## src/rtl/updown_sel_counter_pkg.sv

```systemverilog
// Shared types for the up/down selection counter: key FSM states, step
// direction and the repeat-timer width helper.
package updown_sel_pkg;

  typedef enum logic [1:0] {IDLE, WAIT_HOLD, REPEAT, LOCKED} key_state_e;

  typedef enum logic [1:0] {STEP_NONE, STEP_UP, STEP_DN} step_dir_e;

  // Bits needed to count up to the longer of the two repeat intervals.
  function automatic int timer_w(input int hold, input int rpt);
    int m;
    m = (hold > rpt) ? hold : rpt;
    return (m < 1) ? 1 : $clog2(m + 1);
  endfunction

endpackage

```

## src/rtl/updown_sel_counter_if.sv

```systemverilog
// Button/select bus of the up/down selection counter.
// master = button/host side, slave = the counter.
interface updown_sel_counter_if #(
  parameter int WIDTH = 4
);
  logic             enable;
  logic             up;
  logic             down;
  logic             wrap_en;
  logic             load;
  logic [WIDTH-1:0] load_val;
  logic [WIDTH-1:0] count;
  logic             at_min;
  logic             at_max;
  logic             changed;

  modport master (
    output enable, up, down, wrap_en, load, load_val,
    input  count, at_min, at_max, changed
  );

  modport slave (
    input  enable, up, down, wrap_en, load, load_val,
    output count, at_min, at_max, changed
  );
endinterface

```

## src/rtl/updown_sel_counter_key_repeat_fsm.sv

```systemverilog
// Per-button press/hold/repeat FSM producing step pulses.
// AUTOREPEAT_EN: build hold/repeat timers; otherwise one step per press.
module key_repeat_fsm
  import updown_sel_pkg::*;
#(
  parameter int HOLD_CYCLES   = 50000000,
  parameter int REPEAT_CYCLES = 10000000
) (
  input  logic clk,
  input  logic rst,
  input  logic btn_i,
  input  logic lock_req_i,
  input  logic enable_i,
  output logic step_o
);

  key_state_e state_q;
  logic       go;

  // Step is issued on the sampling edge itself, so it is decoded from state.
  assign go = btn_i && !lock_req_i && enable_i;

`ifdef AUTOREPEAT_EN
  localparam int            TW        = timer_w(HOLD_CYCLES, REPEAT_CYCLES);
  localparam logic [TW-1:0] HOLD_LAST = TW'(HOLD_CYCLES - 1);
  localparam logic [TW-1:0] RPT_LAST  = TW'(REPEAT_CYCLES - 1);

  logic [TW-1:0] timer_q;

  always_ff @(posedge clk) begin
    if (rst || !btn_i) begin
      state_q <= IDLE;
      timer_q <= '0;
    end else if (lock_req_i || !enable_i) begin
      state_q <= LOCKED;
      timer_q <= '0;
    end else begin
      case (state_q)
        IDLE: begin
          state_q <= WAIT_HOLD;
          timer_q <= '0;
        end
        WAIT_HOLD: begin
          if (timer_q == HOLD_LAST) begin
            state_q <= REPEAT;
            timer_q <= '0;
          end else begin
            timer_q <= timer_q + TW'(1);
          end
        end
        REPEAT: begin
          if (timer_q == RPT_LAST) timer_q <= '0;
          else                     timer_q <= timer_q + TW'(1);
        end
        default: timer_q <= '0;
      endcase
    end
  end

  always_comb begin
    step_o = 1'b0;
    if (go) begin
      case (state_q)
        IDLE:      step_o = 1'b1;
        WAIT_HOLD: step_o = (timer_q == HOLD_LAST);
        REPEAT:    step_o = (timer_q == RPT_LAST);
        default:   step_o = 1'b0;
      endcase
    end
  end
`else
  localparam int unused_cfg = HOLD_CYCLES + REPEAT_CYCLES;

  always_ff @(posedge clk) begin
    if (rst || !btn_i)                  state_q <= IDLE;
    else if (lock_req_i || !enable_i)   state_q <= LOCKED;
    else if (state_q == IDLE)           state_q <= LOCKED;
  end

  assign step_o = go && (state_q == IDLE);
`endif

endmodule

```

## src/rtl/updown_sel_counter.sv

```systemverilog
// Up/down selection counter: key arbitration, range/wrap arithmetic, load clamp.
// AUTOREPEAT_EN enables hold-to-repeat in the key FSMs.
module updown_sel_counter
  import updown_sel_pkg::*;
#(
  parameter int WIDTH         = 4,
  parameter int MIN_VAL       = 0,
  parameter int MAX_VAL       = 10,
  parameter int RST_VAL       = 0,
  parameter int HOLD_CYCLES   = 50000000,
  parameter int REPEAT_CYCLES = 10000000
) (
  input logic                clk,
  input logic                rst,
  updown_sel_counter_if.slave bus
);

  localparam logic [WIDTH-1:0] MIN_C = WIDTH'(MIN_VAL);
  localparam logic [WIDTH-1:0] MAX_C = WIDTH'(MAX_VAL);
  localparam logic [WIDTH-1:0] RST_C = WIDTH'(RST_VAL);

  logic [1:0]       btn, step;
  step_dir_e        dir;
  logic [WIDTH-1:0] count_q, count_d, load_clamped;
  logic             changed_q, changed_d;
  logic             in_range;

  // bit 0 = up, bit 1 = down; each key is locked out by the other.
  assign btn = {bus.down, bus.up};

  for (genvar d = 0; d < 2; d++) begin : g_key
    key_repeat_fsm #(
      .HOLD_CYCLES  (HOLD_CYCLES),
      .REPEAT_CYCLES(REPEAT_CYCLES)
    ) u_key (
      .clk       (clk),
      .rst       (rst),
      .btn_i     (btn[d]),
      .lock_req_i(btn[1-d]),
      .enable_i  (bus.enable),
      .step_o    (step[d])
    );
  end

  always_comb begin
    case (step)
      2'b01:   dir = STEP_UP;
      2'b10:   dir = STEP_DN;
      default: dir = STEP_NONE;
    endcase
  end

  assign in_range = (int'(count_q) >= MIN_VAL) && (int'(count_q) <= MAX_VAL);

  always_comb begin
    if (int'(bus.load_val) < MIN_VAL)      load_clamped = MIN_C;
    else if (int'(bus.load_val) > MAX_VAL) load_clamped = MAX_C;
    else                                   load_clamped = bus.load_val;
  end

  always_comb begin
    count_d = count_q;
    if (!in_range) begin
      count_d = RST_C;
    end else if (bus.load) begin
      count_d = load_clamped;
    end else begin
      case (dir)
        STEP_UP: count_d = (count_q == MAX_C) ? (bus.wrap_en ? MIN_C : MAX_C)
                                              : count_q + WIDTH'(1);
        STEP_DN: count_d = (count_q == MIN_C) ? (bus.wrap_en ? MAX_C : MIN_C)
                                              : count_q - WIDTH'(1);
        default: count_d = count_q;
      endcase
    end
    changed_d = (count_d != count_q);
  end

  always_ff @(posedge clk) begin
    if (rst) begin
      count_q   <= RST_C;
      changed_q <= 1'b0;
    end else begin
      count_q   <= count_d;
      changed_q <= changed_d;
    end
  end

  assign bus.count   = count_q;
  assign bus.changed = changed_q;
  assign bus.at_min  = (count_q == MIN_C);
  assign bus.at_max  = (count_q == MAX_C);

endmodule
```

## src/flat_wrapper.sv

```systemverilog
// flat-port wrapper written by rule: the top's interface ports become plain ports
module updown_sel_counter_flat import updown_sel_pkg::*;
#(
  parameter int WIDTH         = 4,
  parameter int MIN_VAL       = 0,
  parameter int MAX_VAL       = 10,
  parameter int RST_VAL       = 0,
  parameter int HOLD_CYCLES   = 50000000,
  parameter int REPEAT_CYCLES = 10000000
)
  (clk, rst, bus_enable, bus_up, bus_down, bus_wrap_en, bus_load, bus_load_val, bus_count, bus_at_min, bus_at_max, bus_changed);
  updown_sel_counter_if #(.WIDTH(WIDTH)) bus_i ();
  input logic clk;
  input logic rst;
  input wire logic [$bits(bus_i.enable)-1:0] bus_enable;
  input wire logic [$bits(bus_i.up)-1:0] bus_up;
  input wire logic [$bits(bus_i.down)-1:0] bus_down;
  input wire logic [$bits(bus_i.wrap_en)-1:0] bus_wrap_en;
  input wire logic [$bits(bus_i.load)-1:0] bus_load;
  input wire logic [$bits(bus_i.load_val)-1:0] bus_load_val;
  output wire logic [$bits(bus_i.count)-1:0] bus_count;
  output wire logic [$bits(bus_i.at_min)-1:0] bus_at_min;
  output wire logic [$bits(bus_i.at_max)-1:0] bus_at_max;
  output wire logic [$bits(bus_i.changed)-1:0] bus_changed;
  assign bus_i.enable = bus_enable;
  assign bus_i.up = bus_up;
  assign bus_i.down = bus_down;
  assign bus_i.wrap_en = bus_wrap_en;
  assign bus_i.load = bus_load;
  assign bus_i.load_val = bus_load_val;
  assign bus_count = bus_i.count;
  assign bus_at_min = bus_i.at_min;
  assign bus_at_max = bus_i.at_max;
  assign bus_changed = bus_i.changed;
  updown_sel_counter #(.WIDTH(WIDTH), .MIN_VAL(MIN_VAL), .MAX_VAL(MAX_VAL), .RST_VAL(RST_VAL), .HOLD_CYCLES(HOLD_CYCLES), .REPEAT_CYCLES(REPEAT_CYCLES)) u_core (.clk(clk), .rst(rst), .bus(bus_i));
endmodule
```

## config.mk

```make
export PLATFORM = sky130hd
export DESIGN_NAME = updown_sel_counter_flat
export DESIGN_NICKNAME = d
export VERILOG_FILES = /design/src/rtl/updown_sel_counter_pkg.sv /design/src/rtl/updown_sel_counter_if.sv /design/src/rtl/updown_sel_counter_key_repeat_fsm.sv /design/src/rtl/updown_sel_counter.sv /design/src/flat_wrapper.sv
export SDC_FILE = /design/constraint.sdc
export NUM_CORES = 1
export LEC_CHECK = 0
export CORE_ASPECT_RATIO = 1.25
export CORE_MARGIN = 5
export CORE_UTILIZATION = 45
export CTS_BUF_LIST = sky130_fd_sc_hd__clkbuf_16
export CTS_CLUSTER_DIAMETER = 80
export DETAILED_ROUTE_END_ITERATION = 8
export PLACE_DENSITY_LB_ADDON = 0.3
export SETUP_SLACK_MARGIN = 0.1
export SLEW_MARGIN = 25
export SYNTH_ARGS = -nofsm -noshare
export SYNTH_HDL_FRONTEND = slang
export SYNTH_SLANG_ARGS = --single-unit
```

## constraint.sdc

```tcl
create_clock -name clk -period 2.2 [get_ports clk]
set_input_delay 0.44 -clock clk [delete_from_list [all_inputs] [get_ports clk]]
set_output_delay 0.44 -clock clk [all_outputs]
set_load 0.05 [all_outputs]
```

# After elaboration in Yosys (flattened, before gate mapping)
# Cells that the tools add are included.
# totals
ff_bits,9
word_cells,45
output_inout_bits,7
# classes
reduce_logical,18
eq_ne,6
addsub,2
n_lt_le_gt_ge,2
muxes,13
# ops
cell,n
$mux W4,7
$mux W2,4
$pmux W4 S2,1
$logic_and A1 B1 Y1,6
$add A4 B1 Y4 const B,1
$eq A2 B1 Y1 const B,2
$eq A2 B2 Y1 const B,2
$eq A4 B4 Y1 const B,1
$gt A4 B4 Y1 const B,1
$le A4 B4 Y1 const B,1
$logic_not A2 Y1,2
$logic_not A4 Y1,1
$logic_or A1 B1 Y1,4
$ne A4 B4 Y1,1
$pmux W2 S2,1
$reduce_bool A2 Y1,2
$sub A4 B1 Y4 const B,1
$logic_not A1 Y1,3

# Longest topological paths before layout
# depth
depth_word,11
depth_mapped,9

# By module
# From an unflattened synthesis, not the netlist that was laid out.
# hier_totals
hier_cells,96
hier_area_um2,780.7
# modules_own_cells
module,cells_each,area_per_inst_um2,instances,seq_area_each_um2
updown_sel_counter,90,703.2,1,100.1
key_repeat_fsm,3,38.8,2,20.0

# Worst setup path after synthesis
# OpenSTA, ideal clock, no wires.
# synth_path
path_kind,register to register
from,reg u_core.count_q[0] (netlist: u_core.bus.count[0])
to,reg u_core.changed_q (netlist: u_core.bus.changed)
path_buffers,1
setup_slack_ps,-1082
setup_ps,141
arrival_time_ps,3141
period_less_slack_ps,3282
stages_incl_launch_ff,9
path_cell_list,dfxtp_1 > buf_4 > inv_1 > ha_1 > nor3b_1 > mux2_2 > and4_1 > o21bai_1 > a41oi_1
# synth_via
elab_chain_len,6
# synth_rtl
element,line_no,text
from (decl),updown_sel_counter.sv:24,"logic [WIDTH-1:0] count_q, count_d, load_clamped;"
from (signal assigned),updown_sel_counter.sv:84,count_q <= count_d;
$logic_not A4 Y1,n/a,
net bus_at_min,flat_wrapper.sv:22,output wire logic [$bits(bus_i.at_min)-1:0] bus_at_min;
$mux W4,updown_sel_counter.sv:71,STEP_DN: count_d = (count_q == MIN_C) ? (bus.wrap_en ? MAX_C : MIN_C)
$pmux W4 S2,updown_sel_counter.sv:68,case (dir)
$mux W4,updown_sel_counter.sv:65,end else if (bus.load) begin
$mux W4,updown_sel_counter.sv:63,if (!in_range) begin
$ne A4 B4 Y1,updown_sel_counter.sv:76,changed_d = (count_d != count_q);
to (signal assigned),updown_sel_counter.sv:85,changed_q <= changed_d;
to (decl),updown_sel_counter.sv:25,"logic changed_q, changed_d;"
# The timed path passes the listed nets, and every way through them passes these cells.
# A chain may end at the register's enable or synchronous reset.

# Final worst setup path
# layout_path
from,in bus_up
to,reg u_core.changed_q (netlist: u_core.bus.changed)
# layout_via
elab_chain_len,11
# layout_rtl
element,line_no,text
from (decl),flat_wrapper.sv:16,input wire logic [$bits(bus_i.up)-1:0] bus_up;
$logic_not A1 Y1,updown_sel_counter_key_repeat_fsm.sv:21,assign go = btn_i && !lock_req_i && enable_i;
$logic_and A1 B1 Y1 (2 in series),updown_sel_counter_key_repeat_fsm.sv:21,
$logic_and A1 B1 Y1,updown_sel_counter_key_repeat_fsm.sv:80,assign step_o = go && (state_q == IDLE);
$eq A2 B2 Y1 / $eq A2 B1 Y1 (equally long branches),updown_sel_counter.sv:46,case (step)
$pmux W2 S2 (*),updown_sel_counter.sv:46,
$eq A2 B2 Y1 / $eq A2 B1 Y1 (equally long branches),updown_sel_counter.sv:68,
$pmux W4 S2 (*),updown_sel_counter.sv:68,
$mux W4 (*),updown_sel_counter.sv:65,
$mux W4 (*),updown_sel_counter.sv:63,
$ne A4 B4 Y1 (*),updown_sel_counter.sv:76,
# Every way passes the cells marked *; elsewhere a longest branch is shown, timed or not.

==> results.md <==
* Status: finished, final reports clean
* Clock skew at 0.001897 ns
* HPWL Detailed at 1935 um
* Crit Path Class: in2reg
* Multi-input logic area at 777.0 um2
* Antenna viol nets, final at 0
* Final Max Tran Viols at 0
* Yosys top cell area share at 0.1662
* Worst vdd ir at 518.8 uV
* Total GRT Usage at 0.2324
* Post-synthesis sequential area ratio at 0.1662
* IO Port Bufs at 17
* Top FF cell, synth: dfxtp_1
* Setup WS pre-CTS at -0.4217 ns
* Fmax achieved at 0.4736 GHz
* Slowest stage cell, crit path: or4_4
* Hold Violations, Final at 0
* Mean area per synthesized cell at 7.666 um2
* HP Class: in2reg
* Netlist Area Pre-Place at 843.3 um2
* Die area at 2845 um2
* Overflow after GRT at 0
* Setup violations, final at 0
* RSZ-0062 raised after global routing: true
* Share of layout cells above drive strength 1 at 0.4069
* Routed Wire Length at 3275 um
* Pwr per Cell Area at 536.2 nW/um2
* CTS H-tree depth at 1
* # hold bufs at CTS at 0
* Starting Density at 0.4720
* First-pass GRT wire length at 5175 um
* Storage element area at 148.9 um2
* GPL Wtd Cong at 0.9462
* Critical Path Start Type: input port
* Drc violations at 0
* Distinct cells, synth at 48
* Bufs on Longest Clock Path at 2
* Mapped Nets at 126
* Mapped Cells at 110
* Die width at 48.72 um
* Vias in the first global route at 1,094
* Drt first-iter violations at 56
* Arr. time, crit path at 2.26 ns
* CTS tree: yes
* # fillers at 115
* Synthesized flop and latch total at 7
* Diodes inserted at 0
* Final WS setup at 0.08857 ns
* Initial antenna violation count at 0
* Routed vias at 1,084
* Most frequent cells in the layout: 25 x buf_4, 10 x clkdlybuf4s50_1, 8 x nand2_1, 6 x o21ai_0
* Root buf cell: clkbuf_16
* I/O pin total at 18
* Largest cells by area after synthesis: dfxtp_1 17%, ha_1 7.4%, o21ai_0 4.2%, nand2b_1 3.7%, nor2b_1 3.7%
* Slew @ Worst Pin at 0.4955 ns
* Leading cell type in the layout, fill and taps excluded: buf_4
* Post-synth EDFFs at 0
* Area grow syn2layout at 66.91%
* Final layout net count at 162
* Drt pass-1 iters at 4
* CORE AREA at 1787 um2
* CP peak stage delay at 0.43 ns
* Async set-reset flop share out of synthesis at 0
* Die H at 58.40 um
* Row cnt at 17
* Fin crit share at 0.9597
* Peak fanout along the critical path at 3
* CP Cell Sequence: buf_8 > nand4bb_4 > inv_2 > ha_4 > o21bai_4 > or4_4 > a221oi_4 > nor4b_2 > a41oi_1
* Worst-path clk slew at 0.04 ns
* CTS buffer count at 3
* # clock sinks at 7
* Post-route setup TNS at 0 ns
* Synth area leader: dfxtp_1
* Critical Path RT at 2.35 ns
* Worst rel slew slack at 0.6687
* MaxCap Viol Count at 0
* Yosys warnings at 0
* Tmin final at 2.111 ns
* Wire per inst at 19.97 um
* Leakage power at 0.5712 nW
* Clk Latency, worst-skew pair at 0.23 ns
* Via density at 6.610
* Setup crit end kind: flop
* Largest net degree at the start of global routing at 21
-- sequential cells by signal, indices dropped and copies added (netlist names) --
signal	count
u_core.bus.count	4
u_core.g_key.u_key.state_q	2
u_core.bus.changed	1
-- final timing paths --
check / startpoint / endpoint / slack, ns / cells after the start
hold reg to reg: u_core.bus.count[1] / u_core.bus.count[1] / 0.68 / 4
hold / removal: bus_up / u_core.g_key[0].u_key.state_q[0] / 0.45 / 2
setup reg to reg: u_core.g_key[1].u_key.state_q[0] / u_core.bus.changed / 0.12 / 8
setup / recovery: bus_up / u_core.bus.changed / 0.09 / 9
-- worst max-delay path: cells and delay by family --
kind | cells | cell delay, ns
buffers and inverters | 2 | 0.20
adder cells (fa/ha/maj) | 1 | 0.20
AO/OA/AOI/OAI | 3 | 0.64
AND/OR/NAND/NOR | 3 | 0.78
-- stage by stage --
step	hold slack, ns	total power [W]	cells	util	instance area, um2
floorplan	0.5116	0.0003033	110	-	900.9
global placement	0.6710	0.0003945	155	0.6639	1186
detailed placement	0.6571	0.0003989	155	0.6639	1186
CTS	0.4563	0.0007256	163	0.7549	1349
global route	0.4791	0.0007853	164	0.7878	1408
finish	0.4456	0.0007547	164	0.7878	1408
-- logic make-up (layout without fill, tap and decap cells) --
| family | Yosys count | count (layout) | share of synthesized area |
|---|---|---|---|
| AND/OR/NAND/NOR | 50 | 50 | 0.3873 |
| AO/OA/AOI/OAI | 31 | 31 | 0.2596 |
| buffers and inverters | 15 | 50 | 0.08754 |
| flip-flops | 7 | 7 | 0.1662 |
| adder cells (fa/ha/maj) | 5 | 5 | 0.07418 |
| multiplexers | 2 | 2 | 0.02522 |
-- what timing repair did --
action,4_1_cts,5_1_grt
gates resized for setup,25,11
buffers inserted,4,1
endpoints found under the setup margin,4,2
pin swaps,8,8
-- per-layer routing --
metal	wire length, um	track usage	vias to the layer above
li1	-	-	486
met1	1241	0.2515	505
met2	1582	0.4011	66
met3	259	0.06835	27
met4	191	0.1346	0
met5	0	0	-
-- cells in the mapped netlist, types with 2 or more instances --
cell and n:
nor2_1 2, ha_1 5, dfxtp_1 7, nor2b_1 5
nand2_1 8, a21oi_1 5, clkbuf_1 3, and3b_1 2
o21bai_1 2, and2_1 2, buf_4 2, o21ai_0 7
nor3b_1 4, nand2b_1 5, a221oi_1 2, or3_1 2
o211ai_1 2, nor4b_1 2, o31ai_1 2, nand4_1 2
inv_1 7, buf_2 2, nand3_1 4, nand4b_1 2
-- cell type report --
type	count	share of cell area
Inverter	7	0.02222
Sequential cell	7	0.1058
Timing Repair Buffer	39	0.2471
Clock inverter	1	0.002667
Multi-Input combinational cell	88	0.5520
Clock buffer	3	0.05333
Tap cell	19	0.01689
-- power by group --
group	total (W)	switching, W	internal, W
Sequential	0.000156	0.0000186	0.000137
Clock	0.000313	0.0000756	0.000237
Combinational	0.000287	0.000151	0.000136
Total	0.000755	0.000245	0.000510
Note: power is estimated with default switching activity, not from simulation.
